## config.mk

```make
export PLATFORM = sky130hd
export DESIGN_NAME = bank_cmd_ctrl_flat
export DESIGN_NICKNAME = d
export VERILOG_FILES = /design/src/rtl/bank_cmd_ctrl_pkg.sv /design/src/rtl/bank_cmd_ctrl_if.sv /design/src/rtl/bank_burst_gen.sv /design/src/rtl/bank_cmd_ctrl.sv /design/src/flat_wrapper.sv
export SDC_FILE = /design/constraint.sdc
export NUM_CORES = 1
export LEC_CHECK = 0
export CORE_AREA = 2 2 70 72
export DETAILED_ROUTE_END_ITERATION = 6
export DIE_AREA = 0 0 72 74
export HOLD_SLACK_MARGIN = 0.1
export PLACE_DENSITY = 0.85
export SYNTH_ARGS = -nofsm -noshare
export SYNTH_HDL_FRONTEND = slang
export SYNTH_SLANG_ARGS = --single-unit
```

## constraint.sdc

```tcl
create_clock -name clk -period 1.9 [get_ports clk]
set_input_delay 0.285 -clock clk [delete_from_list [all_inputs] [get_ports clk]]
set_output_delay 0.285 -clock clk [all_outputs]
set_load 0.05 [all_outputs]
```

## src/rtl/bank_cmd_ctrl_pkg.sv

```systemverilog
// rtl/bank_cmd_ctrl_pkg.sv - command/state encodings and burst column helper for bank_cmd_ctrl
package bank_ctrl_pkg;

  typedef enum logic [2:0] {
    CMD_NOP = 3'd0,
    CMD_ACT = 3'd1,
    CMD_RD  = 3'd2,
    CMD_WR  = 3'd3,
    CMD_PRE = 3'd4
  } cmd_e;

  typedef enum logic [2:0] {
    ST_IDLE,
    ST_ACTIVATING,
    ST_ACTIVE,
    ST_WRITING,
    ST_READING,
    ST_PRECHARGING
  } state_e;

  // Beat offset wraps inside the BL-aligned block; upper column bits never change.
  function automatic logic [31:0] burst_col(input logic [31:0] base, input logic [31:0] beat,
                                            input int unsigned bl);
    logic [31:0] mask;
    mask = 32'(bl) - 32'd1;
    return (base & ~mask) | ((base + beat) & mask);
  endfunction

endpackage

```

## src/rtl/bank_cmd_ctrl_if.sv

```systemverilog
// rtl/bank_cmd_ctrl_if.sv - host-side command, write and read streams of bank_cmd_ctrl
interface bank_cmd_ctrl_if #(
  parameter int DEVICE_WIDTH = 4,
  parameter int COLWIDTH     = 10,
  parameter int CHWIDTH      = 5
);
  logic                    cmd_valid;
  logic                    cmd_ready;
  logic [2:0]              cmd;
  logic [CHWIDTH-1:0]      cmd_row;
  logic [COLWIDTH-1:0]     cmd_col;
  logic [DEVICE_WIDTH-1:0] wdata;
  logic                    wdata_req;
  logic [DEVICE_WIDTH-1:0] rdata;
  logic                    rdata_valid;
  logic                    row_open;
  logic [CHWIDTH-1:0]      open_row;
  logic                    cmd_err;

  modport master (
    output cmd_valid, cmd, cmd_row, cmd_col, wdata,
    input  cmd_ready, wdata_req, rdata, rdata_valid, row_open, open_row, cmd_err
  );

  modport slave (
    input  cmd_valid, cmd, cmd_row, cmd_col, wdata,
    output cmd_ready, wdata_req, rdata, rdata_valid, row_open, open_row, cmd_err
  );
endinterface

```

## src/rtl/bank_burst_gen.sv

```systemverilog
// rtl/bank_burst_gen.sv - beat counter and wrapped column generator shared by read and write bursts
module bank_burst_gen
  import bank_ctrl_pkg::*;
#(
  parameter int COLWIDTH = 10,
  parameter int BL       = 8
) (
  input  logic                clk,
  input  logic                rst_n,
  input  logic                start,
  input  logic [COLWIDTH-1:0] start_col,
  output logic                busy,
  output logic                done,
  output logic [COLWIDTH-1:0] column
);
  localparam int BW = (BL > 1) ? $clog2(BL) : 1;

  logic                busy_q;
  logic [BW-1:0]       beat_q;
  logic [COLWIDTH-1:0] base_q;

  always_ff @(posedge clk) begin
    if (!rst_n) begin
      busy_q <= 1'b0;
      beat_q <= '0;
      base_q <= '0;
    end else if (start) begin
      busy_q <= 1'b1;
      beat_q <= '0;
      base_q <= start_col;
    end else if (busy_q) begin
      if (done) begin
        busy_q <= 1'b0;
        beat_q <= '0;
      end else begin
        beat_q <= beat_q + BW'(1);
      end
    end
  end

  assign busy   = busy_q;
  assign done   = busy_q && (beat_q == BW'(BL - 1));
  assign column = busy_q ? COLWIDTH'(burst_col(32'(base_q), 32'(beat_q), BL)) : '0;

endmodule

```

## src/rtl/bank_cmd_ctrl.sv

```systemverilog
// rtl/bank_cmd_ctrl.sv - per-bank ACT/RD/WR/PRE sequencer with tRCD/tRAS/tRP and BL-beat bursts
module bank_cmd_ctrl
  import bank_ctrl_pkg::*;
#(
  parameter int DEVICE_WIDTH = 4,
  parameter int COLWIDTH     = 10,
  parameter int CHWIDTH      = 5,
  parameter int BL           = 8,
  parameter int T_RCD        = 3,
  parameter int T_RAS        = 6,
  parameter int T_RP         = 2
) (
  input  logic                    clk,
  input  logic                    rst_n,
  bank_cmd_ctrl_if.slave          host,
  output logic                    bank_rd_o_wr,
  output logic [CHWIDTH-1:0]      bank_row,
  output logic [COLWIDTH-1:0]     bank_column,
  output logic [DEVICE_WIDTH-1:0] bank_dqin,
  input  logic [DEVICE_WIDTH-1:0] bank_dqout
);
  localparam int TW = $clog2(T_RCD + T_RAS + T_RP) + 1;

  state_e             state_q, state_d;
  logic [TW-1:0]      trcd_q, tras_q, trp_q;
  logic [CHWIDTH-1:0] row_q;
  logic               cmd_err_q, err_d;
  logic               rd_pipe_q;
  logic               accept, load_act, load_pre, burst_start, burst_busy, burst_done;
  logic               writing;

  assign host.cmd_ready = rst_n && (state_q == ST_IDLE || state_q == ST_ACTIVE);
  assign accept         = host.cmd_valid && host.cmd_ready;

  always_ff @(posedge clk) begin
    if (!rst_n) begin
      state_q   <= ST_IDLE;
      trcd_q    <= '0;
      tras_q    <= '0;
      trp_q     <= '0;
      row_q     <= '0;
      cmd_err_q <= 1'b0;
      rd_pipe_q <= 1'b0;
    end else begin
      state_q   <= state_d;
      cmd_err_q <= err_d;
      rd_pipe_q <= (state_q == ST_READING);
      // Timers hold "cycles still to wait" and saturate at zero.
      if (load_act) begin
        trcd_q <= TW'(T_RCD - 1);
        tras_q <= TW'(T_RAS - 1);
        row_q  <= host.cmd_row;
      end else begin
        trcd_q <= (trcd_q != '0) ? trcd_q - TW'(1) : '0;
        tras_q <= (tras_q != '0) ? tras_q - TW'(1) : '0;
      end
      if (load_pre) trp_q <= TW'(T_RP - 1);
      else          trp_q <= (trp_q != '0) ? trp_q - TW'(1) : '0;
    end
  end

  always_comb begin
    state_d     = state_q;
    err_d       = 1'b0;
    load_act    = 1'b0;
    load_pre    = 1'b0;
    burst_start = 1'b0;
    case (state_q)
      ST_IDLE: if (accept) begin
        case (host.cmd)
          CMD_NOP: ;
          CMD_ACT: begin
            load_act = 1'b1;
            state_d  = (T_RCD == 1) ? ST_ACTIVE : ST_ACTIVATING;
          end
          default: err_d = 1'b1;
        endcase
      end
      ST_ACTIVATING: if (trcd_q <= TW'(1)) state_d = ST_ACTIVE;
      ST_ACTIVE: if (accept) begin
        case (host.cmd)
          CMD_NOP: ;
          CMD_RD: begin
            burst_start = 1'b1;
            state_d     = ST_READING;
          end
          CMD_WR: begin
            burst_start = 1'b1;
            state_d     = ST_WRITING;
          end
          CMD_PRE: begin
            if (tras_q == '0) begin
              load_pre = 1'b1;
              state_d  = (T_RP == 1) ? ST_IDLE : ST_PRECHARGING;
            end else begin
              err_d = 1'b1;
            end
          end
          default: err_d = 1'b1;
        endcase
      end
      ST_WRITING, ST_READING: if (burst_done) state_d = ST_ACTIVE;
      ST_PRECHARGING: if (trp_q <= TW'(1)) state_d = ST_IDLE;
      default: state_d = ST_IDLE;
    endcase
  end

  bank_burst_gen #(
    .COLWIDTH (COLWIDTH),
    .BL       (BL)
  ) u_burst (
    .clk       (clk),
    .rst_n     (rst_n),
    .start     (burst_start),
    .start_col (host.cmd_col),
    .busy      (burst_busy),
    .done      (burst_done),
    .column    (bank_column)
  );

  // Write strobes are gated by rst_n so a reset cycle never reaches the Bank.
  assign writing          = (state_q == ST_WRITING) && burst_busy;
  assign bank_rd_o_wr     = writing && rst_n;
  assign host.wdata_req   = writing && rst_n;
  assign bank_dqin        = writing ? host.wdata : '0;
  assign bank_row         = row_q;
  assign host.row_open    = (state_q == ST_ACTIVATING) || (state_q == ST_ACTIVE) ||
                            (state_q == ST_WRITING)    || (state_q == ST_READING);
  assign host.open_row    = host.row_open ? row_q : '0;
  assign host.cmd_err     = cmd_err_q;
  assign host.rdata_valid = rd_pipe_q;
  assign host.rdata       = rd_pipe_q ? bank_dqout : '0;

endmodule

```

## src/flat_wrapper.sv

```systemverilog
// flat-port wrapper written by rule: the top's interface ports become plain ports
module bank_cmd_ctrl_flat import bank_ctrl_pkg::*;
#(
  parameter int DEVICE_WIDTH = 4,
  parameter int COLWIDTH     = 10,
  parameter int CHWIDTH      = 5,
  parameter int BL           = 8,
  parameter int T_RCD        = 3,
  parameter int T_RAS        = 6,
  parameter int T_RP         = 2
)
  (clk, rst_n, bank_rd_o_wr, bank_row, bank_column, bank_dqin, bank_dqout, host_cmd_valid, host_cmd, host_cmd_row, host_cmd_col, host_wdata, host_cmd_ready, host_wdata_req, host_rdata, host_rdata_valid, host_row_open, host_open_row, host_cmd_err);
  bank_cmd_ctrl_if #(.DEVICE_WIDTH(DEVICE_WIDTH), .COLWIDTH(COLWIDTH), .CHWIDTH(CHWIDTH)) host_i ();
  input  logic clk;
  input  logic rst_n;
  output logic bank_rd_o_wr;
  output logic [CHWIDTH-1:0] bank_row;
  output logic [COLWIDTH-1:0] bank_column;
  output logic [DEVICE_WIDTH-1:0] bank_dqin;
  input  logic [DEVICE_WIDTH-1:0] bank_dqout;
  input wire logic [$bits(host_i.cmd_valid)-1:0] host_cmd_valid;
  input wire logic [$bits(host_i.cmd)-1:0] host_cmd;
  input wire logic [$bits(host_i.cmd_row)-1:0] host_cmd_row;
  input wire logic [$bits(host_i.cmd_col)-1:0] host_cmd_col;
  input wire logic [$bits(host_i.wdata)-1:0] host_wdata;
  output wire logic [$bits(host_i.cmd_ready)-1:0] host_cmd_ready;
  output wire logic [$bits(host_i.wdata_req)-1:0] host_wdata_req;
  output wire logic [$bits(host_i.rdata)-1:0] host_rdata;
  output wire logic [$bits(host_i.rdata_valid)-1:0] host_rdata_valid;
  output wire logic [$bits(host_i.row_open)-1:0] host_row_open;
  output wire logic [$bits(host_i.open_row)-1:0] host_open_row;
  output wire logic [$bits(host_i.cmd_err)-1:0] host_cmd_err;
  assign host_i.cmd_valid = host_cmd_valid;
  assign host_i.cmd = host_cmd;
  assign host_i.cmd_row = host_cmd_row;
  assign host_i.cmd_col = host_cmd_col;
  assign host_i.wdata = host_wdata;
  assign host_cmd_ready = host_i.cmd_ready;
  assign host_wdata_req = host_i.wdata_req;
  assign host_rdata = host_i.rdata;
  assign host_rdata_valid = host_i.rdata_valid;
  assign host_row_open = host_i.row_open;
  assign host_open_row = host_i.open_row;
  assign host_cmd_err = host_i.cmd_err;
  bank_cmd_ctrl #(.DEVICE_WIDTH(DEVICE_WIDTH), .COLWIDTH(COLWIDTH), .CHWIDTH(CHWIDTH), .BL(BL), .T_RCD(T_RCD), .T_RAS(T_RAS), .T_RP(T_RP)) u_core (.clk(clk), .rst_n(rst_n), .host(host_i), .bank_rd_o_wr(bank_rd_o_wr), .bank_row(bank_row), .bank_column(bank_column), .bank_dqin(bank_dqin), .bank_dqout(bank_dqout));
endmodule
```

# Word level (Yosys, flattened, before mapping)
# Index checks and enable logic that the tools add are counted.
[totals]
elab_cells = 106
input_bits = 29
regBits = 39
output_inout_bits = 34
[op_classes]
magnitude_cmp = 2
n_eq_ne = 18
mux = 39
reduce_logical = 24
addsub = 5
bitwise_logic = 5
[ops]
columns = ["cell", "n"]
rows = [
  ["2-to-1 mux 3 bit", 10],
  ["2-to-1 mux 1 bit", 19],
  ["one-hot mux 3 bit (5 select lines)", 1],
  ["nonzero test 5 bit", 3],
  ["subtractor 5 x 1 -> 5 bit, second input constant", 3],
  ["equality test 3 x 2 -> 1 bit, second input constant", 4],
  ["equality test 3 bit, second input constant", 4],
  ["OR reduction 3 bit", 4],
  ["<= comparator 5 x 1 -> 1 bit, second input constant", 2],
  ["2-to-1 mux 10 bit", 1],
  ["!= test 2 x 1 -> 1 bit, second input constant", 5],
  ["OR 10 x 3 -> 10 bit", 1],
  ["one-hot mux 3 bit (3 select lines)", 1],
  ["2-to-1 mux 4 bit", 2],
  ["AND reduction 8 bit", 1],
  ["OR reduction 2 bit", 4],
  ["equality test 3 x 1 -> 1 bit, second input constant", 2],
  ["logical NOT 3 bit", 2],
  ["logical AND 1 bit", 5],
  ["logical NOT 5 bit", 1],
  ["2-to-1 mux 5 bit", 1],
  ["logical OR 1 bit", 4],
  ["2-to-1 mux 2 bit", 2],
  ["!= test 4 bit, second input constant", 1],
  ["other kinds (6)", 10],
]

# Logic depth before layout (Yosys ltp)
# Gate-level depths: netlist of run 1.
[logic_depth]
ltp_word = 7
depth_mapped = 7
depth_no_buf = 7

# Modules after synthesis
# Synthesis of run 1 repeated with hierarchy kept, for this count alone.
[hier_totals]
cells_unflattened = 225
hier_area_um2 = 2070.7
[by_module_without_submodules]
columns = ["module", "n_inst", "area_per_inst_um2", "cells_each"]
rows = [
  ["bank_cmd_ctrl", 1, 1391.3, 161],
  ["bank_burst_gen", 1, 679.4, 64],
]

# Worst setup path after synthesis of run 1
# No wires, ideal clock.
[synth_path]
path_kind = "register -> output"
startpoint = "reg u_core.state_q[0]"
endpoint = "out host_open_row[0]"
path_slack_ps = -517
n_path_buf = 1
stages_incl_launch_ff = 5
t_arrival_ps = 2132
cell_sequence = "dfxtp_1 > buf_2 > o21ai_0 > a21boi_1 > and2_1"
[synth_via]
elab_chain_len = 5
[synth_rtl]
columns = ["element", "line_no", "rtl"]
rows = [
  ["start, declared", "bank_cmd_ctrl.sv:24", "state_e state_q, state_d;"],
  ["start signal, assigned", "bank_cmd_ctrl.sv:45", "state_q <= state_d;"],
  ["equality test 3 x 1 -> 1 bit or equality test 3 x 2 -> 1 bit (tied branches)", "bank_cmd_ctrl.sv:127", "assign host.row_open = (state_q == ST_ACTIVATING) || (state_q == ST_ACTIVE) ||"],
  ["logical OR 1 bit (2 in a row)", "bank_cmd_ctrl.sv:127", ""],
  ["logical OR 1 bit (*)", "bank_cmd_ctrl.sv:128", "(state_q == ST_WRITING) || (state_q == ST_READING);"],
  ["named net host_row_open", "flat_wrapper.sv:30", "output wire logic [$bits(host_i.row_open)-1:0] host_row_open;"],
  ["2-to-1 mux 5 bit (*)", "bank_cmd_ctrl.sv:129", "assign host.open_row = host.row_open ? row_q : '0;"],
  ["end, declared", "flat_wrapper.sv:31", "output wire logic [$bits(host_i.open_row)-1:0] host_open_row;"],
]
# The timed path passes the listed nets; every way through them passes the cells marked *.

# Final worst setup path of run 1
[layout_path]
startpoint = "reg u_core.u_burst.beat_q[0]"
endpoint = "out bank_column[2]"
[layout_via]
elab_chain_len = 3
[layout_rtl]
columns = ["element", "line_no", "rtl"]
rows = [
  ["start, declared", "bank_burst_gen.sv:19", "logic [BW-1:0] beat_q;"],
  ["start signal, assigned", "bank_burst_gen.sv:36", "beat_q <= beat_q + BW'(1);"],
  ["adder 3 bit", "bank_cmd_ctrl_pkg.sv:26", "return (base & ~mask) | ((base + beat) & mask);"],
  ["OR 10 x 3 -> 10 bit", "bank_cmd_ctrl_pkg.sv:26", ""],
  ["2-to-1 mux 10 bit", "bank_burst_gen.sv:43", "assign column = busy_q ? COLWIDTH'(burst_col(32'(base_q), 32'(beat_q), BL)) : '0;"],
  ["end, declared", "flat_wrapper.sv:18", "output logic [COLWIDTH-1:0] bank_column;"],
]
# No other way between the ends.

==> impl_results.md, run 1 <==
- Number of iterations in the first detailed-routing pass: 6
- Antenna violations before repair: 0
- Final hold violations: 0
- Number of H-tree levels: 2
- Die Wd: 72 um
- Final setup skew: around 0.0044 ns
- TritonCTS clock tree: built
- Crit path max-delay family: adder cells
- Area share of the largest cell type after synthesis: a little under two fifths
- Overall power of the completed layout: 2.82 mW
- Floorplan core area: ~0.0046 sq mm
- Post-route design area: ~0.0032 sq mm
- Worst path required time: ~1.6 ns
- Minimum period implied by the final worst setup slack: about 1.9 ns
- Number of nets produced by synthesis: 269
- Rows: 25
- Count of flip-flops with a built-in enable after synthesis: 0
- Cell count of the worst reg-to-reg path: 7
- Class of the tightest hold or removal check: flip-flop to flip-flop
- Net count, final: roughly 340
- Reg2reg setup slack: ~0.19 ns
- Post-Synthesis Cell Area: a little over 0.002 sq mm
- Least-Margin Pin Slew: between 0.5 and 0.6 ns
- Yosys warning count: 0
- Routed Wire Length: roughly 4700 um
- Number of sinks driven by the clock tree: 39
- Share of flip-flops with an asynchronous set or reset after synthesis: 0%
- Status: finished clean
- Setup slack of the critical path after layout: 0.0177 ns
- Max-Slew Margin vs Limit: between 60 and 70%
- Count of maximum capacitance violations: 0
- Maximum ir drop on the vdd rail: approximately 0.64 mV
- Capture point of the worst reg-to-reg path: u_core.state_q[1]
- Dpl ws: -0.0112 ns
- Pleak: 1.39 nW
- Mean area per synthesized cell: between 9 and 10 sq um
- Fmax achieved: between 500 and 600 MHz
- Clock slew at the register clock pins of the worst setup and hold paths: approximately 0.08 ns
- Initial detailed-routing violation count: 77
- Longest individual stage delay on the worst path: 0.35 ns
- Crit path from: u_core.u_burst.beat_q[0]
- Largest fanout of any net on the critical path: 2
- Number of global-route vias before repair: 1754
- Maximum number of pins on one net before global-route repair: 30
- Drt via density: roughly 5.1
- Vias after detailed routing: about 1800
- Global-route wire length before repair: about 7800 um
- Crit. path cell count: 6
- Part of the Yosys area used for sequential elements: between 30% and 40%
- Antenna fix cells: 0
- Class of the most critical setup path: flip-flop to output port
- Average wire length per cell after detail routing: roughly 13 um
- Layout cells sized above 1: between 20% and 30%
- Total count of max-transition violations in the final report: 0
- Number of CTS-inserted buffers: 5
- DRC Markers: 0
- Crit path DAT: around 1.6 ns
- Flops & latches, synth: 39
- Commonest cells in the synthesized netlist: dfxtp_1, and2_1, mux2i_1, nor2_1, nand2_1
- Boundary Pins: between 60 and 70
- Overall die height: 74 um
- CP max-delay cell: fa_2
- Timing endpoint of the critical path: bank_column[2]
- Cell Chain, Critical Path: ha_1 > inv_1 > fa_2 > xnor2_2 > and2_4 > buf_12
- Clock tree root buffer cell: clkbuf_8
- Pwr/cell area: between 800 and 900 mW/mm^2
- Critical Path Sink Type: output port
- Number of failing setup endpoints in the final timing report: 0
- Number of buffers inserted by port buffering: 62
- Maximum count of clock buffers along a single path: 2
- Mapped Cells: about 230
- Clock Latency Late Sink: between 0.2 and 0.3 ns
- Biggest area consumer among synthesized cells: dfxtp_1
- Half-perimeter wire length after placement: about 3600 um
- Effective utilization at floorplan: approximately 45%
- DP Area: slightly above 0.003 sq mm
- Global placer's final weighted congestion: between 0.8 and 0.9
- Area grow syn2layout: 54.7%
- Fillers: ~330
- Number of nets with antenna violations after routing: 0
- Post-CTS Hold Fix Bufs: 0
- Critical register-to-register path startpoint: u_core.tras_q[0]
- Library cells used by synthesis: 39
- Aggregate global routing overflow: 0
- Portion of the clock cycle consumed by the worst path in the final layout: ~99%
- Setup repair after global routing missed its margin: true
- Finished Layout Cells: approximately 350
- Most used DFF post-synth: dfxtp_1
- DIE AREA: between 0.005 and 0.006 sq mm
- Post-Place Cells: approximately 340
- Overall fraction of global-route tracks in use: between 10% and 20%
- Buffering stage count on the worst path with inverters included: 2
- Top post-synthesis cells by area: dfxtp_1, mux2i_1, and2_1
- Startpoint class of the critical path: flip-flop
- Top-count cell post-synth: dfxtp_1
[flip-flops by register name, summed over array words and instances, names as in the netlist]
name and cells:
u_core.trp_q 5, u_core.u_burst.beat_q 3, u_core.tras_q 5, u_core.bank_row 5, u_core.trcd_q 5, u_core.state_q 3, u_core.host.cmd_err 1, u_core.u_burst.base_q 10
u_core.host.rdata_valid 1, u_core.u_burst.busy 1
[where the power goes]
group	internal, mW	switching, mW
sequential	0.977	0.158
combinational	0.542	0.601
clock	0.255	0.288
[worst min-delay path by stage]
stage | endpoint | cells after the start | from
global placement | u_core.trcd_q[0] | 1 | u_core.trcd_q[0]
detailed placement | u_core.tras_q[0] | 1 | u_core.tras_q[0]
CTS | u_core.tras_q[0] | 1 | u_core.tras_q[0]
finish | u_core.trcd_q[0] | 1 | u_core.trcd_q[0]
floorplan | u_core.trcd_q[0] | 1 | u_core.trcd_q[0]
global route | u_core.trcd_q[0] | 1 | u_core.trcd_q[0]
[layer usage]
layer / GRT usage [%] / routed length, um
met1: 22.2 / 1870
met2: 32.0 / 2380
met3: 3.12 / 321
met4: 8.18 / 106
met5: 0 / 0
[cell usage in the layout, fill, tap and decap left out, drive strengths merged, types with 4 or more instances in the layout]
master,count
buf,37
clkdlybuf4s50,35
and2,24
nor3,8
ha,11
clkbuf,5
nor2b,16
dfxtp,39
xor2,4
nand2,18
nor2,21
xnor2,7
nand3,10
o21ai,7
mux2i,19
inv,10
[timing repair]
action | 4_1_cts | 5_1_grt
hold endpoints to repair | 0 | 0
setup endpoints to repair | 7 | 7
gates resized for setup | 7 | 3
pin swaps | 1 | 0
buffers inserted | 1 | 1
[worst reg2reg max path: stages (launching register included)]
cell and delay, ns:
dfxtp_1 0.33, inv_1 0.08, ha_1 0.14, or4b_4 0.51, nor2_4 0.13, or3_4 0.14
nand4_4 0.10, mux2i_1 0.19
[metrics by stage]
stage	hold WS [ns]	setup TNS (ns)	util, %
floorplan	0.440	-0.000482	-
CTS	0.493	0	69.1
detailed placement	0.478	-0.0134	66.7
finish	0.491	0	69.4
global route	0.522	-0.0628	69.4
global placement	0.462	0	66.7
[cell families (layout without fill, tap and decap cells)]
logic type / count (synthesis) / count (layout) / share of synthesized area, %
AND/OR/NAND/NOR: 109 / 109 / 30.4
flip-flops: 39 / 39 / 37.8
buffers and inverters: 21 / 90 / 4.24
multiplexers: 20 / 20 / 9.76
AO/OA/AOI/OAI: 16 / 16 / 5.45
adder cells (fa/ha/maj): 12 / 12 / 7.64
XOR/XNOR: 11 / 11 / 4.67
[area by class of cell]
cell class                 count  area [sq um]  area share, %
timing repair buffer          72           978           30.6
sequential                    39           787           24.6
inverter                      10          37.5           1.18
clock inverter                 3          20.0          0.627
clock buffer                   5          68.8           2.16
multi-input combinational    168          1230           38.6
tap                           54          67.6           2.12
(Power assumes the default switching activity.)
==> run 2: changes to the inputs <==
- CTS_CLUSTER_DIAMETER: unset -> 120
- TNS_END_PERCENT: unset -> 10
==> run 2 against run 1 <==
The flow now finishes with violations (setup timing). Power up 8.1%. First-iteration DRC count down 12%. Register-to-register slack better by 0.05 ns. Critical path type unchanged. Critical endpoint unchanged. Largest cell class unchanged.
==> impl_results.md, run 2 (synthesis results as in run 1) <==
- Status: finished, violations left
- Violated checks: setup timing
- Number of global-route vias before repair: between 1500 and 2000
- Largest fanout of any net on the critical path: 2
- Post-route design area: roughly 0.0033 sq mm
- Post-CTS Hold Fix Bufs: 0
- Overall fraction of global-route tracks in use: roughly 18%
- Effective utilization at floorplan: around 45%
- Global-route met1 utilization: roughly a fifth
- Startpoint class of the critical path: flip-flop
- Antenna violations before repair: 0
- Maximum ir drop on the vdd rail: 0.546 mV
- Antenna fix cells: 0
- Number of cells on the worst hold path: 1
- Final core area utilization: between 70 and 80%
- Final setup skew: 0.00839 ns
- Pwr/cell area: between 900 and 1000 mW/mm^2
- Aggregate global routing overflow: 0
- Highest-utilization routing layer at the global route stage: met2
- Longest individual stage delay on the worst path: roughly 0.37 ns
- Critical Path Sink Type: output port
- Cell Chain, Critical Path: ha_4 > inv_2 > fa_2 > xnor2_2 > and2_4 > buf_12
- Number of nets with antenna violations after routing: 0
- Worst path required time: between 1.5 and 2 ns
- Pleak: ~1.4 nW
- Overall power of the completed layout: 3.05 mW
- Number of buffers inserted by port buffering: between 60 and 70
- Max FFs per register: 10
- Number of iterations in the first detailed-routing pass: 4
- Setup repair after global routing missed its margin: true
- Number of sinks driven by the clock tree: 39
- Most common cell after layout, fill and taps aside: clkdlybuf4s50_1
- Number of failing setup endpoints in the final timing report: 1
- Least-Margin Pin Slew: between 0.5 and 0.6 ns
- Drt via density: a little under 5
- Area grow syn2layout: 57.7%
- DRC Markers: 0
- Crit path DAT: ~1.7 ns
- Number of H-tree levels: 2
- Layout cells sized above 1: approximately 23%
- Total count of max-transition violations in the final report: 0
- Boundary Pins: 63
- Vias after detailed routing: about 1700
- Final hold violations: 0
- Max-Slew Margin vs Limit: 65.8%
- Count of maximum capacitance violations: 0
- Met3 usage: under 10%
- Initial detailed-routing violation count: 68
- Fmax achieved: 515 MHz
- Floorplan core area: between 0.004 and 0.005 sq mm
- Clock tree root buffer cell: clkbuf_8
- Half-perimeter wire length after placement: 3470 um
- Average wire length per cell after detail routing: 12.9 um
- Met2 routing resource usage after global routing: 30.0%
- Cell count of the worst reg-to-reg path: 7
- Commonest non-fill, non-tap cells in the layout: clkdlybuf4s50_1, dfxtp_1, buf_12
- Clock Latency Late Sink: roughly 0.3 ns
- Global placer's final weighted congestion: 0.856
- Setup slack of the critical path after layout: -0.0432 ns
- Minimum period implied by the final worst setup slack: about 1.9 ns
- Clock slew at the register clock pins of the worst setup and hold paths: approximately 0.080 ns
- DP Area: roughly 0.0031 sq mm
- Maximum count of clock buffers along a single path: 2
- CP max-delay cell: fa_2
- DIE AREA: 0.00533 sq mm
- Routed Wire Length: 4530 um
- Overall die height: between 70 and 80 um
- Finished Layout Cells: 352
- Die Wd: 72 um
- Rows: 25
- Maximum number of pins on one net before global-route repair: 30
- Class of the tightest hold or removal check: flip-flop to flip-flop
- Portion of the clock cycle consumed by the worst path in the final layout: 102%
- Most flops, register: u_core.u_burst.base_q
- Fin Setup TNS: -0.0432 ns
- TritonCTS clock tree: built
- Net count, final: between 300 and 400
- Global-route wire length before repair: between 7000 and 8000 um
- Post-Place Cells: around 340
- Class of the most critical setup path: flip-flop to output port
- Number of CTS-inserted buffers: 5
[run 2: cell count changes in the layout (fill, tap and decap cells not counted)]
cell,change
and2_1,+4
and2_2,-4
buf_4,+1
bufinv_16,+2
clkbuf_1,+1
clkinv_2,-1
clkinvlp_4,-2
ha_1,-1
ha_4,+1
inv_1,-1
inv_2,+1
o21ai_1,-1
o21ai_2,+1
[run 2: cell type report]
type	count	area (sq um)
Fill cell	317	1340
Multi-Input combinational cell	168	1240
Timing Repair Buffer	73	986
Sequential cell	39	787
Clock buffer	6	72.6
Tap cell	54	67.6
Clock inverter	2	60.1
Inverter	10	37.5
[run 2: worst paths after layout]
path / startpoint / slack [ns] / endpoint
hold / removal: u_core.trcd_q[0] / 0.48 / u_core.trcd_q[0]
hold reg to reg: u_core.trcd_q[0] / 0.48 / u_core.trcd_q[0]
setup reg to reg: u_core.u_burst.beat_q[0] / 0.24 / u_core.state_q[2]
setup / recovery: u_core.u_burst.beat_q[0] / -0.04 / bank_column[2]
[run 2: repair_timing]
action	CTS	global route
endpoints found under the setup margin	7	13
setup buffers	1	1
pin swaps	1	2
resized for setup	8	7
[run 2: report_power, final]
group	leakage (nW)	total, mW	switching (mW)	internal (mW)
combinational	1.03	1.12	0.585	0.531
clock	0.0654	0.805	0.280	0.525
sequential	0.320	1.13	0.154	0.978
[run 2: layer usage]
metal | wire length (um) | share of wire (%) | up-vias
met2 | 2180 | 48 | 54
li1 | - | - | 891
met5 | 0 | 0 | -
met4 | 109 | 2.4 | 0
met3 | 289 | 6.4 | 8
met1 | 1950 | 43 | 788
[run 2: worst max-delay path: cells and delay by family (launching register included)]
kind,cells,cell delay [ns]
and+or+nand+nor,1,0.17
buffers and inverters,2,0.16
DFF,1,0.36
adders and majority gates,2,0.50
xor gates and xnor gates,1,0.17
[run 2: per-stage QoR]
step	hold WS (ns)	setup slack, ns
after detailed placement	0.467	-0.00553
after global placement	0.461	0.0634
after global routing	0.514	-0.102
after CTS	0.482	-0.0285
final	0.476	-0.0432
after floorplan	0.440	-0.0417
